===== src/rtl/sobel_frame_ctrl_pkg.sv =====
// Shared configuration for the Sobel frame sequencer:
// memory geometry, image geometry and frame FSM states.
package mem_config_pkg;
    localparam int ADDR_WIDTH = 16;
    localparam int DATA_WIDTH = 8;
endpackage

package sobel_config_pkg;
    localparam int IMG_W = 256;
    localparam int IMG_H = 256;
    localparam int NPIX  = IMG_W * IMG_H;

    typedef enum logic [1:0] {
        IDLE,
        FETCH,
        DRAIN,
        DONE
    } frame_state_e;
endpackage


===== src/rtl/sobel_skid_fifo.sv =====
// Two-entry skid FIFO carrying {sof, eol, data} pixel beats.
// Simultaneous push and pop are both honoured, even when full.
module sobel_skid_fifo #(
    parameter int WIDTH = 10
) (
    input  logic             clk_i,
    input  logic             rst_ni,
    input  logic             push_i,
    input  logic             pop_i,
    input  logic [WIDTH-1:0] din_i,
    output logic [WIDTH-1:0] dout_o,
    output logic             full_o,
    output logic             empty_o,
    output logic [1:0]       count_o
);
    logic [WIDTH-1:0] mem_q [2];
    logic             rd_ptr_q;
    logic             wr_ptr_q;
    logic [1:0]       cnt_q;
    logic             do_push;
    logic             do_pop;

    assign do_pop  = pop_i && (cnt_q != 2'd0);
    assign do_push = push_i && ((cnt_q != 2'd2) || do_pop);

    always_ff @(posedge clk_i or negedge rst_ni) begin
        if (!rst_ni) begin
            mem_q[0] <= '0;
            mem_q[1] <= '0;
            rd_ptr_q <= 1'b0;
            wr_ptr_q <= 1'b0;
            cnt_q    <= 2'd0;
        end else begin
            if (do_push) begin
                mem_q[wr_ptr_q] <= din_i;
                wr_ptr_q        <= !wr_ptr_q;
            end
            if (do_pop) begin
                rd_ptr_q <= !rd_ptr_q;
            end
            cnt_q <= cnt_q + {1'b0, do_push} - {1'b0, do_pop};
        end
    end

    assign dout_o  = mem_q[rd_ptr_q];
    assign full_o  = (cnt_q == 2'd2);
    assign empty_o = (cnt_q == 2'd0);
    assign count_o = cnt_q;
endmodule


===== src/rtl/sobel_frame_ctrl.sv =====
// Frame sequencer: raster-scans the input RAM into the Sobel core
// and writes the result stream to the output RAM.
module sobel_frame_ctrl #(
    parameter int ADDR_WIDTH = mem_config_pkg::ADDR_WIDTH,
    parameter int DATA_WIDTH = mem_config_pkg::DATA_WIDTH,
    parameter int IMG_W      = sobel_config_pkg::IMG_W,
    parameter int IMG_H      = sobel_config_pkg::IMG_H
) (
    input  logic                  clk_i,
    input  logic                  rst_ni,
    input  logic                  start_i,
    output logic                  busy_o,
    output logic                  done_o,
    output logic                  in_wr_en_o,
    output logic [ADDR_WIDTH-1:0] in_addr_o,
    input  logic [DATA_WIDTH-1:0] in_data_i,
    output logic                  pix_valid_o,
    input  logic                  pix_ready_i,
    output logic [DATA_WIDTH-1:0] pix_data_o,
    output logic                  pix_sof_o,
    output logic                  pix_eol_o,
    input  logic                  res_valid_i,
    input  logic [DATA_WIDTH-1:0] res_data_i,
    output logic                  out_wr_en_o,
    output logic [ADDR_WIDTH-1:0] out_addr_o,
    output logic [DATA_WIDTH-1:0] out_data_o
);
    localparam int NPIX = IMG_W * IMG_H;
    localparam int CW   = ADDR_WIDTH + 1;
    localparam int FW   = DATA_WIDTH + 2;

    import sobel_config_pkg::*;

    if (IMG_W < 1 || IMG_H < 1 ||
        longint'(NPIX) > (longint'(1) << ADDR_WIDTH)) begin : g_bad_geom
        $error("sobel_frame_ctrl: frame does not fit address space");
    end

    frame_state_e          state_q, state_d;
    logic [CW-1:0]         rd_cnt_q, rd_cnt_d;
    logic [CW-1:0]         wr_cnt_q, wr_cnt_d;
    logic [CW-1:0]         col_q, col_d;
    logic [ADDR_WIDTH-1:0] addr_q;
    logic                  inflight_q;
    logic                  sof_q, sof_d;
    logic                  issue;
    logic                  wr_en_q, wr_en_d;
    logic [ADDR_WIDTH-1:0] wr_addr_q;
    logic [DATA_WIDTH-1:0] wr_data_q;
    logic                  fifo_full, fifo_empty, pop;
    logic [1:0]            fifo_cnt;
    logic [2:0]            occ;
    logic [FW-1:0]         fifo_din, fifo_dout;

    // Room is judged after this cycle's pop so a full-rate stream never bubbles
    assign pop      = !fifo_empty && pix_ready_i;
    assign occ      = {1'b0, fifo_cnt} + {2'b0, inflight_q} - {2'b0, pop};
    assign fifo_din = {sof_q, col_q == CW'(IMG_W - 1), in_data_i};

    always_comb begin
        state_d  = state_q;
        rd_cnt_d = rd_cnt_q;
        wr_cnt_d = wr_cnt_q;
        col_d    = col_q;
        issue    = 1'b0;
        sof_d    = 1'b0;
        wr_en_d  = res_valid_i && (state_q == FETCH || state_q == DRAIN) &&
                   (wr_cnt_q != CW'(NPIX));
        if (wr_en_d) begin
            wr_cnt_d = wr_cnt_q + CW'(1);
        end
        if (inflight_q) begin
            col_d = (col_q == CW'(IMG_W - 1)) ? '0 : col_q + CW'(1);
        end
        unique case (state_q)
            IDLE: begin
                if (start_i) begin
                    issue    = 1'b1;
                    sof_d    = 1'b1;
                    rd_cnt_d = CW'(1);
                    wr_cnt_d = '0;
                    col_d    = '0;
                    state_d  = (NPIX == 1) ? DRAIN : FETCH;
                end
            end
            FETCH: begin
                if (occ < 3'd2 && !(fifo_full && !pop)) begin
                    issue    = 1'b1;
                    rd_cnt_d = rd_cnt_q + CW'(1);
                    if (rd_cnt_q == CW'(NPIX - 1)) begin
                        state_d = DRAIN;
                    end
                end
            end
            DRAIN: begin
                if (wr_cnt_q == CW'(NPIX)) begin
                    state_d = DONE;
                end
            end
            DONE:    state_d = IDLE;
            default: state_d = IDLE;
        endcase
    end

    // Address 0 goes out in the start cycle itself to save a cycle of latency
    assign in_addr_o = !issue ? addr_q :
                       (state_q == IDLE) ? '0 : rd_cnt_q[ADDR_WIDTH-1:0];

    always_ff @(posedge clk_i or negedge rst_ni) begin
        if (!rst_ni) begin
            state_q    <= IDLE;
            rd_cnt_q   <= '0;
            wr_cnt_q   <= '0;
            col_q      <= '0;
            addr_q     <= '0;
            inflight_q <= 1'b0;
            sof_q      <= 1'b0;
            wr_en_q    <= 1'b0;
            wr_addr_q  <= '0;
            wr_data_q  <= '0;
        end else begin
            state_q    <= state_d;
            rd_cnt_q   <= rd_cnt_d;
            wr_cnt_q   <= wr_cnt_d;
            col_q      <= col_d;
            addr_q     <= in_addr_o;
            inflight_q <= issue;
            sof_q      <= sof_d;
            wr_en_q    <= wr_en_d;
            if (wr_en_d) begin
                wr_addr_q <= wr_cnt_q[ADDR_WIDTH-1:0];
                wr_data_q <= res_data_i;
            end
        end
    end

    sobel_skid_fifo #(
        .WIDTH(FW)
    ) u_fifo (
        .clk_i  (clk_i),
        .rst_ni (rst_ni),
        .push_i (inflight_q),
        .pop_i  (pop),
        .din_i  (fifo_din),
        .dout_o (fifo_dout),
        .full_o (fifo_full),
        .empty_o(fifo_empty),
        .count_o(fifo_cnt)
    );

    assign busy_o      = (state_q == FETCH) || (state_q == DRAIN);
    assign done_o      = (state_q == DONE);
    assign in_wr_en_o  = 1'b0;
    assign pix_valid_o = !fifo_empty;
    assign pix_sof_o   = fifo_dout[FW-1];
    assign pix_eol_o   = fifo_dout[FW-2];
    assign pix_data_o  = fifo_dout[DATA_WIDTH-1:0];
    assign out_wr_en_o = wr_en_q;
    assign out_addr_o  = wr_addr_q;
    assign out_data_o  = wr_data_q;
endmodule


===== config.mk =====
export PLATFORM = sky130hd
export DESIGN_NAME = sobel_frame_ctrl
export DESIGN_NICKNAME = d
export VERILOG_FILES = /design/src/rtl/sobel_frame_ctrl_pkg.sv /design/src/rtl/sobel_skid_fifo.sv /design/src/rtl/sobel_frame_ctrl.sv
export SDC_FILE = /design/constraint.sdc
export NUM_CORES = 1
export LEC_CHECK = 0
export CORE_MARGIN = 10
export CORE_UTILIZATION = 50
export CTS_BUF_LIST = sky130_fd_sc_hd__clkbuf_4 sky130_fd_sc_hd__clkbuf_8 sky130_fd_sc_hd__clkbuf_16
export DETAILED_ROUTE_END_ITERATION = 10
export PLACE_DENSITY = 0.76
export SYNTH_ARGS = -nofsm -noshare
export SYNTH_HDL_FRONTEND = slang
export SYNTH_SLANG_ARGS = --single-unit

===== constraint.sdc =====
create_clock -name clk_i -period 3.5 [get_ports clk_i]
set_input_delay 0.7 -clock clk_i [delete_from_list [all_inputs] [get_ports clk_i]]
set_output_delay 0.7 -clock clk_i [all_outputs]
set_load 0.005 [all_outputs]

[Yosys cells after proc, flatten, opt, wreduce, memory -nomap -nowiden]
Index checks and enable logic that the tools add are counted.
Word-level totals
  flip-flop bits (word level): 120
  input port bits: 21
  output and inout port bits: 55
  logic and storage cells: 89
Operators by class
  add/subtract/negate cells: 7
  order comparisons: 4
  equal/unequal tests: 13
  multiplexer cells: 27
  bitwise gates (word level): 2
  reductions and logical operators: 21
Operators by type and width (count)
  2-to-1 mux 17 bit: 9
  adder 17 x 1 -> 17 bit (second input constant): 3
  2-to-1 mux 10 bit: 4
  one-hot mux 17 bit (2 select lines): 1
  2-to-1 mux 16 bit: 2
  bitwise mux 20 bit: 1
  == test 17 x 16 -> 1 bit (second input constant): 1
  == test 17 bit (second input constant): 1
  == test 17 x 8 -> 1 bit (second input constant): 1
  != test 17 bit (second input constant): 1
  demux 10 bit (select 1 bit): 1
  != test 2 bit (second input constant): 5
  logical AND 1 bit: 8
  2-to-1 mux 2 bit: 4
  one-hot mux 2 bit (4 select lines): 1
  == test 2 bit (second input constant): 3
  logical NOT 1 bit: 5
  greater-or-equal comparator 2 bit (second input constant): 2
  logical NOT 2 bit: 2
  NOT 1 -> 2 bit: 2
  AND reduction 4 bit: 1
  nonzero test 2 bit: 2
  adder 2 x 1 -> 3 bit: 1
  < comparator 3 x 2 -> 1 bit (second input constant): 1
  other kinds (9): 12

[Logic depth before layout (Yosys ltp)]
Gate-level depths: netlist of the first run.
  depth after elaboration: 10
  mapped depth: 13

[Modules after synthesis]
Synthesis of the first run repeated with hierarchy kept, for this count alone.
Second synthesis, totals
  cells, all modules: 499
  area total of the unflattened synthesis: 5699.2 µm²
Modules (own cells, without submodules)
  sobel_frame_ctrl: instances 1, cells each 422, area an instance 4599.4 µm², seq. area each 2402.3 µm²
  sobel_skid_fifo: instances 1, cells each 77, area an instance 1099.8 µm², seq. area each 600.6 µm²

[Worst setup path before layout of the first run]
OpenSTA, ideal clock, no wires.
  path type: input-to-output
  start point: in pix_ready_i
  end point: out in_addr_o[10]
  data arrival time: 2.697 ns
  required time: 2.800 ns
  slack: 0.103 ns
  cell stages on the path: 10
  buffers on the path: 1
  cells stage by stage: and2_1 > ha_1 > inv_1 > nand2_1 > fa_1 > o211a_1 > o21a_1 > a21oi_2 > buf_2 > a22o_1
On the way
  cells in the longest elaborated chain, start to end: 8
Ends and longest elaborated chain
  start, declared: line sobel_frame_ctrl.sv:18  | input logic pix_ready_i,
  logical AND 1 bit *: line sobel_frame_ctrl.sv:56  | assign pop = !fifo_empty && pix_ready_i;
  parallel branches: the longest is 3 deep, another holds subtractor 3 x 1 -> 3 bit
  logical AND 1 bit *: line sobel_frame_ctrl.sv:87  | if (occ < 3'd2 && !(fifo_full && !pop)) begin
  2-to-1 mux 1 bit *: line sobel_frame_ctrl.sv:87
  one-hot mux 1 bit (2 select lines) *: line sobel_frame_ctrl.sv:75  | unique case (state_q)
  2-to-1 mux 16 bit *: line sobel_frame_ctrl.sv:106  | assign in_addr_o = !issue ? addr_q :
  end, declared: line sobel_frame_ctrl.sv:15  | output logic [ADDR_WIDTH-1:0] in_addr_o,
Mark *: on every way between the ends.

[Worst setup path in the final report of the first run]
  start point: in pix_ready_i
  end point: out in_addr_o[0]
Same word-level chain as after synthesis.

==> results of run 1 <==
cell type report:
cell class,instances,area [µm²]
clock inverter,12,223
fill,794,3520
multi-input combinational,335,2540
sequential,120,3000
clock buffer,20,454
timing repair buffer,116,1000
tap,140,175
inverter,19,71.3
sequential cells by signal (all words and copies together) (netlist names):
signal	count
addr_q	16
out_addr_o	16
wr_cnt_q	17
u_fifo.mem_q	20
state_q	2
rd_cnt_q	17
u_fifo.count_o	2
inflight_q	1
u_fifo.wr_ptr_q	1
out_wr_en_o	1
sof_q	1
col_q	17
out_data_o	8
u_fifo.rd_ptr_q	1
cell usage after synthesis, drive strengths merged, types with 2 or more instances:
library cell / instances / area share (%)
o21ai: 15 / 1.3
dfrtp: 120 / 53
mux2: 53 / 11
ha: 12 / 2.6
nand4: 18 / 2.2
nand3: 17 / 1.5
xor2: 17 / 2.6
nor2: 34 / 2.2
o2111ai: 2 / 0.31
nand2b: 2 / 0.22
mux2i: 3 / 0.53
o211ai: 2 / 0.26
or4: 13 / 1.7
and2: 4 / 0.44
nor4b: 3 / 0.57
inv: 19 / 1.3
a31o: 3 / 0.46
and3: 6 / 0.66
nor3: 4 / 0.35
and4: 6 / 0.95
nor4: 6 / 0.93
a21oi: 25 / 2.3
buf: 18 / 1.8
xnor2: 7 / 1.1
nor2b: 3 / 0.33
or3: 10 / 1.2
o31a: 2 / 0.31
a22o: 16 / 2.5
nand2: 25 / 1.7
a211oi: 2 / 0.26
o31ai: 14 / 1.9
clkbuf: 5 / 0.35
worst max-delay path: cells and delay by family:
kind | cells | cell delay, ps
adder cells (fa/ha/maj) | 2 | 580
AND/OR/NAND/NOR | 2 | 230
buffers and inverters | 4 | 550
AO/OA/AOI/OAI | 4 | 850
kinds of logic (layout without fill, tap and decap cells):
family	Yosys count	count (layout)	share of synthesized area, %
simple gates	152	152	15.1
flops	120	120	52.9
compound gates	89	89	10.8
mux	56	56	11.0
buf+inv	42	167	3.42
xor+xnor	24	24	3.70
fa+ha+maj	13	13	3.00
other cells	1	1	0.0660
worst max path at each step:
stage,start,to,depth (start not counted)
after CTS,u_fifo.count_o[1]$_DFF_PN0_,in_addr_o[0],14
after floorplan,pix_ready_i,in_addr_o[10],10
after detailed placement,pix_ready_i,in_addr_o[3],12
after global routing,u_fifo.count_o[0]$_DFF_PN0_,in_addr_o[3],13
final,pix_ready_i,in_addr_o[0],12
after global placement,pix_ready_i,in_addr_o[15],12
power breakdown:
group          switching, W  total (W)  internal, W
Sequential         0.000214    0.00189      0.00167
Clock              0.000617    0.00199      0.00137
Combinational       0.00102    0.00221      0.00119
metal layers:
metal,track usage (%),wire length (µm),up-vias
li1,-,-,2046
met1,21.8,5920,2178
met4,7.77,293,0
met2,26.4,6400,174
met3,5.66,1050,24
met5,0,0,-
through the flow:
step                      std cells  total power (W)  setup TNS, ps  hold slack, ps  cell area (µm²)
after global routing            762          0.00642          -3160             159             7470
after CTS                       761          0.00611           -843             144             7470
after global placement          716          0.00383         -11210             469             6710
after floorplan                 497          0.00296              0             404             5680
after detailed placement        716          0.00392         -13060             480             6710
final                           762          0.00608          -1220             157             7470
cells in the final DEF (no fill, tap or decap), types with 6 or more instances in the layout:
| master | n |
|---|---|
| sky130_fd_sc_hd__dfrtp_1 | 120 |
| sky130_fd_sc_hd__clkdlybuf4s50_1 | 56 |
| sky130_fd_sc_hd__mux2_2 | 50 |
| sky130_fd_sc_hd__buf_4 | 37 |
| sky130_fd_sc_hd__nor2_1 | 32 |
| sky130_fd_sc_hd__a21oi_1 | 24 |
| sky130_fd_sc_hd__nand2_1 | 22 |
| sky130_fd_sc_hd__nand3_1 | 17 |
| sky130_fd_sc_hd__xor2_1 | 17 |
| sky130_fd_sc_hd__clkbuf_16 | 17 |
| sky130_fd_sc_hd__buf_2 | 17 |
| sky130_fd_sc_hd__nand4_1 | 16 |
| sky130_fd_sc_hd__inv_1 | 15 |
| sky130_fd_sc_hd__a22o_1 | 15 |
| sky130_fd_sc_hd__o31ai_1 | 14 |
| sky130_fd_sc_hd__o21ai_0 | 13 |
| sky130_fd_sc_hd__or4_1 | 13 |
| sky130_fd_sc_hd__ha_1 | 11 |
| sky130_fd_sc_hd__or3_1 | 8 |
| sky130_fd_sc_hd__xnor2_1 | 7 |
| sky130_fd_sc_hd__and3_1 | 6 |
| sky130_fd_sc_hd__bufinv_16 | 6 |
repair_timing:
| action | in CTS | in global routing |
|---|---|---|
| gates resized for setup | 81 | 8 |
| pin swaps | 22 | 6 |
| buffers inserted | 11 | 2 |
| setup endpoints to repair | 16 | 16 |
| cloned | 2 | 1 |
==> flow_summary_export.csv, run 1 <==
group,metric,value,unit
critical_path,setup.worst_path.end_class,"primary output",
place,gp_congestion,0.810,
critical_path,critical_path_peak_fanout,5,
place,dp_hpwl,8870,µm
drt,post_drt_via_cell_ratio,5.80,
worst_hold_path,hold_path.class,"in -> async",
critical_path,crit-reg2reg-launch,"u_fifo.count_o[1]$_DFF_PN0_",
layout,area.growth.synth_to_final,31.5,%
synth,seq_area_frac_synth,52.9,%
clock_network,tritoncts_clock_tree,"built",
synth,ys_seq_elements,120,
floorplan,floorplan.die.height,127,µm
critical_path,critical-path-slowest-cell,"sky130_fd_sc_hd__fa_2",
floorplan,placement_row_count,38,
power,cellPowerDensity,815,mW/mm²
critical_path,timing.critical_path.cells,"clkdlybuf4s15_2, and2_4, ha_4, inv_2, nand2_2, fa_2, o211a_1, o21a_1, a21oi_4, buf_6, a22o_1, buf_2",
floorplan,die_width,127,µm
drt,vias,4422,
status,outcome,"finished with violations",
grt,first_global_vias,4582,
sta,grt_setup_unrepaired,"yes",
critical_path,timing.rr.end,"rd_cnt_q[13]$_DFFE_PN0P_",
drt,routed_wire_length_per_instance,17.9,µm
sta,share_of_the_clock_period_used_by_the_worst_path_after_layout,103,%
grt,grt_first_pass_wirelength,22900,µm
clock_network,cts_sinks,120,
sta,max-slew-margin-rel,22.0,%
critical_path,critPathLaunchType,"input pin",
clock_network,tritoncts.num_buffers,17,
drt,final_antenna_net_count,0,
clock_network,clk_pin_slew_worst_paths,50,ps
clock_network,cts.path.max_buffers,2,
place,io_buffers,74,
sta,finalMaxSlewViolations,0,
sta,tightest_slew,1160,ps
synth,netlist_area_before_placement,0.00568,mm²
critical_path,setup.worst_path.class,"in -> out",
layout,utilization,68.0,%
sta,final.setup.worst_slack,-102,ps
layout,finish.net_count,643,
synth,yosysWarningCount,0,
floorplan,design.core.area,0.0110,mm²
power,power.leakage,3.39,nW
status,failed_checks,"setup timing",
synth,synth-edff-count,0,
synth,yosysUniqueCellTypes,58,
grt,grt_max_degree,62,
sta,final.min_clock_period,3600,ps
synth,synth_async_sr_flop_share,100,%
drt,detail_route.first_pass.iterations,5,
layout,num_antenna_cells,0,
critical_path,required,2800,ps
clock_network,clk_latency,410,ps
power,power.ir.vdd_worst,0.539,mV
synth,synth.net_count,531,
job,max_cap_viol_count,0,
drt,first_iter_violations,287,
synth,synth_flop_cell,"sky130_fd_sc_hd__dfrtp_1",
sta,finClkSkew,7.57,ps
synth,post_synth.cell_area_avg,11.4,µm²
grt,grtUsageTotal,17.3,%
grt,grt_overflow,0,
floorplan,initial_cell_density_of_the_core,51.7,%
synth,synthesized_instance_count,497,
floorplan,design.portCount,76,
critical_path,setup.reg_to_reg.worst_slack,630,ps
drt,detail_route.drc_violations,0,
sta,hold_viol,0,
floorplan,design.die.area,0.0160,mm²
clock_network,htreeDepth,4,
sta,setup-violations-final,16,
critical_path,rr_worst_depth,13,
clock_network,cts-root-buf,"sky130_fd_sc_hd__clkbuf_16",
drt,wl,13700,µm
sta,clock.fmax,278,MHz
critical_path,arrival_time_of_data_at_the_critical_path_endpoint,2900,ps
critical_path,cp_peak_stage_delay,370,ps
grt,antenna_violations_before_repair,0,
place,dp_worst_setup_slack,-830,ps
clock_network,postCtsHoldBufs,0,
layout,post_route_cells_drive_above_1_share,27.2,%
No activity file was read; power rests on OpenSTA's default activity.
==> run 2, diff against run 1 <==
--- a/config.mk
+++ b/config.mk
@@ -5,7 +5,7 @@
 export SDC_FILE = /design/constraint.sdc
 export NUM_CORES = 1
 export LEC_CHECK = 0
-export CORE_MARGIN = 10
+export CORE_MARGIN = 2
 export CORE_UTILIZATION = 50
 export CTS_BUF_LIST = sky130_fd_sc_hd__clkbuf_4 sky130_fd_sc_hd__clkbuf_8 sky130_fd_sc_hd__clkbuf_16
 export DETAILED_ROUTE_END_ITERATION = 10
==> flow_summary_export.csv, run 2 (synthesized netlist as in run 1, its figures left out) <==
group,metric,value,unit
place,dp_worst_setup_slack,-777,ps
sta,max-slew-margin-rel,22.7,%
clock_network,htreeDepth,4,
grt,grtUsageTotal,22.6,%
layout,top_register,"u_fifo.mem_q",
floorplan,design.die.area,0.0122,mm²
drt,vias,4460,
critical_path,setup.worst_path.end_class,"primary output",
power,design_power_total,0.00589,W
grt,first_global_vias,4534,
layout,finish.net_count,652,
floorplan,die_width,111,µm
clock_network,clk_latency,410,ps
clock_network,postCtsHoldBufs,0,
layout,area.growth.synth_to_final,31.4,%
clock_network,cts-root-buf,"sky130_fd_sc_hd__clkbuf_16",
sta,finalMaxSlewViolations,0,
clock_network,clk_pin_slew_worst_paths,50,ps
critical_path,required,2800,ps
layout,num_antenna_cells,0,
critical_path,critPathLaunchType,"input pin",
worst_hold_path,hold_path.class,"in -> async",
sta,final.min_clock_period,3670,ps
status,outcome,"finished with violations",
floorplan,placement_row_count,38,
drt,detail_route.first_pass.iterations,5,
critical_path,setup.worst_path.class,"in -> out",
place,dpl.cell_count,716,
power,power.leakage,3.41,nW
layout,layout_common_cells,"120 x sky130_fd_sc_hd__dfrtp_1, 56 x sky130_fd_sc_hd__clkdlybuf4s50_1, 50 x sky130_fd_sc_hd__mux2_2, 46 x sky130_fd_sc_hd__buf_4, 33 x sky130_fd_sc_hd__nor2_1",
drt,routed_wire_length_per_instance,17.0,µm
sta,hold_viol,0,
sta,tightest_slew,1150,ps
grt,grt_overflow,0,
status,failed_checks,"setup timing",
sta,clock.fmax,272,MHz
floorplan,initial_cell_density_of_the_core,51.7,%
place,io_buffers,74,
place,gp_congestion,0.855,
power,cellPowerDensity,789,mW/mm²
floorplan,design.core.area,0.0110,mm²
drt,post_drt_via_cell_ratio,5.79,
clock_network,tritoncts.num_buffers,17,
layout,largest_reg_flops,20,
floorplan,floorplan.die.height,111,µm
place,dp_hpwl,8520,µm
sta,setup-violations-final,16,
drt,wl,13100,µm
layout,finalNonFillerCells,770,
clock_network,cts_sinks,120,
sta,finClkSkew,6.32,ps
place,detailed_place.area,0.00671,mm²
grt,grt_max_degree,51,
grt,antenna_violations_before_repair,0,
power,power.ir.vdd_worst,0.566,mV
sta,fin_setup_tns,-2420,ps
sta,share_of_the_clock_period_used_by_the_worst_path_after_layout,105,%
sta,grt_setup_unrepaired,"yes",
critical_path,critical_path_peak_fanout,4,
critical_path,arrival_time_of_data_at_the_critical_path_endpoint,2970,ps
job,max_cap_viol_count,0,
drt,first_iter_violations,282,
grt,grt_first_pass_wirelength,22300,µm
clock_network,tritoncts_clock_tree,"built",
clock_network,cts.path.max_buffers,2,
drt,detail_route.drc_violations,0,
layout,layout.cells.most_common,"sky130_fd_sc_hd__dfrtp_1",
floorplan,design.portCount,76,
sta,final.setup.worst_slack,-175,ps
layout,cell_area_after_layout,0.00746,mm²
drt,final_antenna_net_count,0,
layout,post_route_cells_drive_above_1_share,27.5,%
run 2: cell types whose count changed in the layout (fill, tap and decap cells not counted), sizes merged:
cell / before / now
buf: 59 / 68
bufinv: 6 / 2
clkbuf: 20 / 23
clkinv: 4 / 5
clkinvlp: 2 / 1
run 2: worst max-delay path, stage by stage:
cell                              delay, ps
sky130_fd_sc_hd__clkdlybuf4s15_1        220
sky130_fd_sc_hd__and2_4                 170
sky130_fd_sc_hd__ha_4                   210
sky130_fd_sc_hd__inv_2                   60
sky130_fd_sc_hd__nand2_2                 50
sky130_fd_sc_hd__fa_2                   400
sky130_fd_sc_hd__o211a_1                180
sky130_fd_sc_hd__o21a_1                 240
sky130_fd_sc_hd__a21oi_4                230
sky130_fd_sc_hd__buf_12                 140
sky130_fd_sc_hd__buf_8                  100
sky130_fd_sc_hd__a22o_1                 160
sky130_fd_sc_hd__buf_2                  130
run 2: final timing paths:
path	startpoint	endpoint	slack (ps)	cells after the start
max in group asynchronous	rst_ni	u_fifo.mem_q[0]$_DFFE_PN0P_	2430	2
worst max-delay path	pix_ready_i	in_addr_o[3]	-170	13
worst min register to register	out_data_o[1]$_DFFE_PN0N_	out_data_o[1]$_DFFE_PN0N_	500	1
min in group clk_i	out_data_o[1]$_DFFE_PN0N_	out_data_o[1]$_DFFE_PN0N_	500	1
worst max register to register	u_fifo.count_o[1]$_DFF_PN0_	rd_cnt_q[13]$_DFFE_PN0P_	470	14
worst min-delay path	rst_ni	out_addr_o[11]$_DFFE_PN0N_	300	1
run 2: cell type report:
| cell class | count | area (µm²) |
|---|---|---|
| clock inverter | 8 | 96.3 |
| tap | 140 | 175 |
| inverter | 19 | 71.3 |
| sequential | 120 | 3000 |
| multi-input combinational | 335 | 2530 |
| timing repair buffer | 125 | 1100 |
| clock buffer | 23 | 489 |
| fill | 783 | 3520 |
run 2: metal layers:
| layer | up-vias | global-route usage [%] | wire [µm] |
|---|---|---|---|
| met5 | - | 0 | 0 |
| met4 | 0 | 9.58 | 184 |
| met3 | 19 | 6.53 | 753 |
| met2 | 163 | 35.2 | 6280 |
| met1 | 2212 | 29.7 | 5840 |
| li1 | 2066 | - | - |
run 2: where the power goes:
group / switching (W) / internal [W]
combinational: 0.00103 / 0.00127
clock: 0.000589 / 0.00112
sequential: 0.000215 / 0.00167
run 2: repair_timing:
| item | 4_1_cts | 5_1_grt |
|---|---|---|
| gates cloned | 2 | 0 |
| setup endpoints to repair | 16 | 16 |
| gates resized for setup | 83 | 3 |
| pin swaps | 22 | 11 |
| setup buffers | 17 | 6 |
run 2: through the flow:
| stage | utilization, % | hold WS (ps) |
|---|---|---|
| 2_1_floorplan | - | 404 |
| 3_3_place_gp | 61.1 | 468 |
| 3_5_place_dp | 61.1 | 487 |
| 4_1_cts | 67.9 | 317 |
| 5_1_grt | 67.9 | 341 |
| 6_report | 67.9 | 295 |
==> run 3, diff against run 2 <==
--- a/config.mk
+++ b/config.mk
@@ -5,7 +5,7 @@
 export SDC_FILE = /design/constraint.sdc
 export NUM_CORES = 1
 export LEC_CHECK = 0
-export CORE_MARGIN = 2
+export CORE_MARGIN = 8
 export CORE_UTILIZATION = 50
 export CTS_BUF_LIST = sky130_fd_sc_hd__clkbuf_4 sky130_fd_sc_hd__clkbuf_8 sky130_fd_sc_hd__clkbuf_16
 export DETAILED_ROUTE_END_ITERATION = 10
==> flow_summary_export.csv, run 3 (synthesized netlist as in run 1, its figures left out) <==
group,metric,value,unit
power,power.leakage,3.41,nW
clock_network,clk_pin_slew_worst_paths,50,ps
floorplan,design.portCount,76,
grt,grt_overflow,0,
clock_network,cts.path.max_buffers,2,
clock_network,tritoncts_clock_tree,"built",
layout,largest_reg_flops,20,
clock_network,cts_sinks,120,
place,io_buffers,74,
power,design_power_total,0.00608,W
grt,grt_first_pass_wirelength,22100,µm
drt,routed_wire_length_per_instance,18.0,µm
drt,wl,13800,µm
critical_path,timing.critical_path.to,"in_addr_o[14]",
clock_network,htreeDepth,4,
critical_path,setup.worst_path.end_class,"primary output",
status,failed_checks,"setup timing",
clock_network,cts-root-buf,"sky130_fd_sc_hd__clkbuf_16",
sta,hold_viol,0,
power,cellPowerDensity,811,mW/mm²
grt,grt_max_degree,66,
layout,num_antenna_cells,0,
sta,final.min_clock_period,3570,ps
layout,final.fill_count,820,
critical_path,required,2800,ps
power,switchingPower,0.00185,W
power,power.ir.vdd_worst,0.584,mV
critical_path,worst_setup_path_startpoint,"u_fifo.count_o[1]$_DFF_PN0_",
floorplan,design.core.area,0.0113,mm²
sta,share_of_the_clock_period_used_by_the_worst_path_after_layout,102,%
layout,layout.cells.most_common,"sky130_fd_sc_hd__dfrtp_1",
sta,clock.fmax,280,MHz
critical_path,rr_worst_depth,16,
critical_path,timing.rr.end,"rd_cnt_q[13]$_DFFE_PN0P_",
drt,detail_route.drc_violations,0,
layout,post_route_cells_drive_above_1_share,26.5,%
grt,antenna_violations_before_repair,0,
sta,fin_setup_tns,-648,ps
sta,grt_setup_unrepaired,"yes",
drt,first_iter_violations,252,
layout,area.growth.synth_to_final,32.2,%
floorplan,die_width,123,µm
critical_path,setup.reg_to_reg.worst_slack,540,ps
floorplan,placement_row_count,39,
sta,final.setup.worst_slack,-67.2,ps
sta,max-slew-margin-rel,25.2,%
place,dp_hpwl,8830,µm
critical_path,critPathLaunchType,"flip-flop",
power,power_frac_seq,30.9,%
grt,first_global_vias,4480,
drt,final_antenna_net_count,0,
power,clockPowerShare,31.4,%
floorplan,initial_cell_density_of_the_core,50.4,%
sta,finalMaxSlewViolations,0,
clock_network,clk_latency,410,ps
drt,post_drt_via_cell_ratio,5.87,
sta,hold_slack,335,ps
critical_path,arrival_time_of_data_at_the_critical_path_endpoint,2870,ps
worst_hold_path,hold_path.class,"in -> async",
layout,utilization,66.6,%
floorplan,design.die.area,0.0150,mm²
drt,detail_route.first_pass.iterations,6,
job,max_cap_viol_count,0,
status,outcome,"finished with violations",
layout,finish.net_count,645,
critical_path,setup.worst_path.class,"reg -> out",
power,sw_frac_of_total,30.4,%
clock_network,tritoncts.num_buffers,17,
sta,tightest_slew,1110,ps
layout,layout_common_cells,"120 x sky130_fd_sc_hd__dfrtp_1, 56 x sky130_fd_sc_hd__clkdlybuf4s50_1, 50 x sky130_fd_sc_hd__mux2_2, 37 x sky130_fd_sc_hd__buf_4, 32 x sky130_fd_sc_hd__nor2_1",
critical_path,crit-reg2reg-launch,"u_fifo.count_o[1]$_DFF_PN0_",
sta,setup-violations-final,16,
power,power_report.internal_total,0.00423,W
drt,vias,4493,
layout,top_register,"u_fifo.mem_q",
place,gp_congestion,0.833,
power,power_frac_comb,37.7,%
floorplan,floorplan.die.height,123,µm
grt,grtUsageTotal,18.7,%
critical_path,critical_path_peak_fanout,5,
sta,finClkSkew,6.02,ps
[run 3: cell count changes in the layout (fill, tap and decap cells not counted), moves of 2 or more]
| cell | change |
|---|---|
| sky130_fd_sc_hd__buf_8 | -3 |
| sky130_fd_sc_hd__inv_1 | +2 |
| sky130_fd_sc_hd__clkbuf_16 | +2 |
| sky130_fd_sc_hd__buf_4 | -9 |
| sky130_fd_sc_hd__bufinv_16 | +3 |
| sky130_fd_sc_hd__buf_6 | +4 |
| sky130_fd_sc_hd__inv_2 | -3 |
[run 3: power by group through the flow]
stage | sequential (W) | clock [W] | combinational [W]
after floorplan | 0.00184 | 0 | 0.00112
after global placement | 0.00188 | 0 | 0.00189
after detailed placement | 0.00190 | 0 | 0.00196
after CTS | 0.00188 | 0.00194 | 0.00217
after global routing | 0.00192 | 0.00201 | 0.00248
final | 0.00188 | 0.00191 | 0.00229
[run 3: repair_timing]
item | 4_1_cts | 5_1_grt
pin swaps | 20 | 9
gates resized for setup | 76 | 9
buffers inserted | 13 | 7
hold buffers | 0 | 0
cloned | 1 | 3
hold endpoints to repair | 0 | 0
setup endpoints to repair | 16 | 16
[run 3: stage by stage]
step	std cells	worst slack, ps	cell area [µm²]
CTS	758	-79.6	7420
detailed placement	713	-833	6680
global placement	713	-714	6680
finish	766	-67.2	7510
global route	766	-182	7510
floorplan	497	103	5680
[run 3: worst min path at each step]
| stage | start | endpoint | slack (ps) | depth (start not counted) |
|---|---|---|---|---|
| 3_5_place_dp | u_fifo.wr_ptr_q$_DFFE_PN0P_ | u_fifo.wr_ptr_q$_DFFE_PN0P_ | 480 | 1 |
| 6_report | rst_ni | out_addr_o[12]$_DFFE_PN0N_ | 340 | 1 |
| 3_3_place_gp | out_data_o[1]$_DFFE_PN0N_ | out_data_o[1]$_DFFE_PN0N_ | 470 | 1 |
| 4_1_cts | rst_ni | out_addr_o[12]$_DFFE_PN0N_ | 360 | 1 |
| 5_1_grt | rst_ni | out_addr_o[11]$_DFFE_PN0N_ | 390 | 1 |
| 2_1_floorplan | rst_ni | addr_q[0]$_DFF_PN0_ | 400 | 0 |
[run 3: cell type report]
class	count	area, µm²	share of cell area [%]
clock buffers	22	482	6.42
clock inverters	9	170	2.27
inverters	19	73.8	0.983
multi-input cells	335	2530	33.8
flip-flops and latches	120	3000	40.0
well taps	143	179	2.38
repair buffers	118	1060	14.2
[run 3: worst max-delay path: stages, from the launching register on]
cell	delay, ps
sky130_fd_sc_hd__dfrtp_1	380
sky130_fd_sc_hd__inv_1	70
sky130_fd_sc_hd__nand2_1	60
sky130_fd_sc_hd__and2_4	170
sky130_fd_sc_hd__ha_4	220
sky130_fd_sc_hd__inv_4	50
sky130_fd_sc_hd__nand2_2	40
sky130_fd_sc_hd__fa_2	360
sky130_fd_sc_hd__buf_6	130
sky130_fd_sc_hd__nor2_4	100
sky130_fd_sc_hd__o21a_1	200
sky130_fd_sc_hd__a21oi_4	100
sky130_fd_sc_hd__buf_6	170
sky130_fd_sc_hd__a22o_1	250
sky130_fd_sc_hd__buf_2	140
[run 3: metal layers]
layer,GRT usage [%],part of all wire (%),vias to the layer above
li1,-,-,2054
met1,23.3,42,2263
met2,28.8,48,154
met4,8.30,1.8,0
met5,0,0,-
met3,6.53,7.3,22
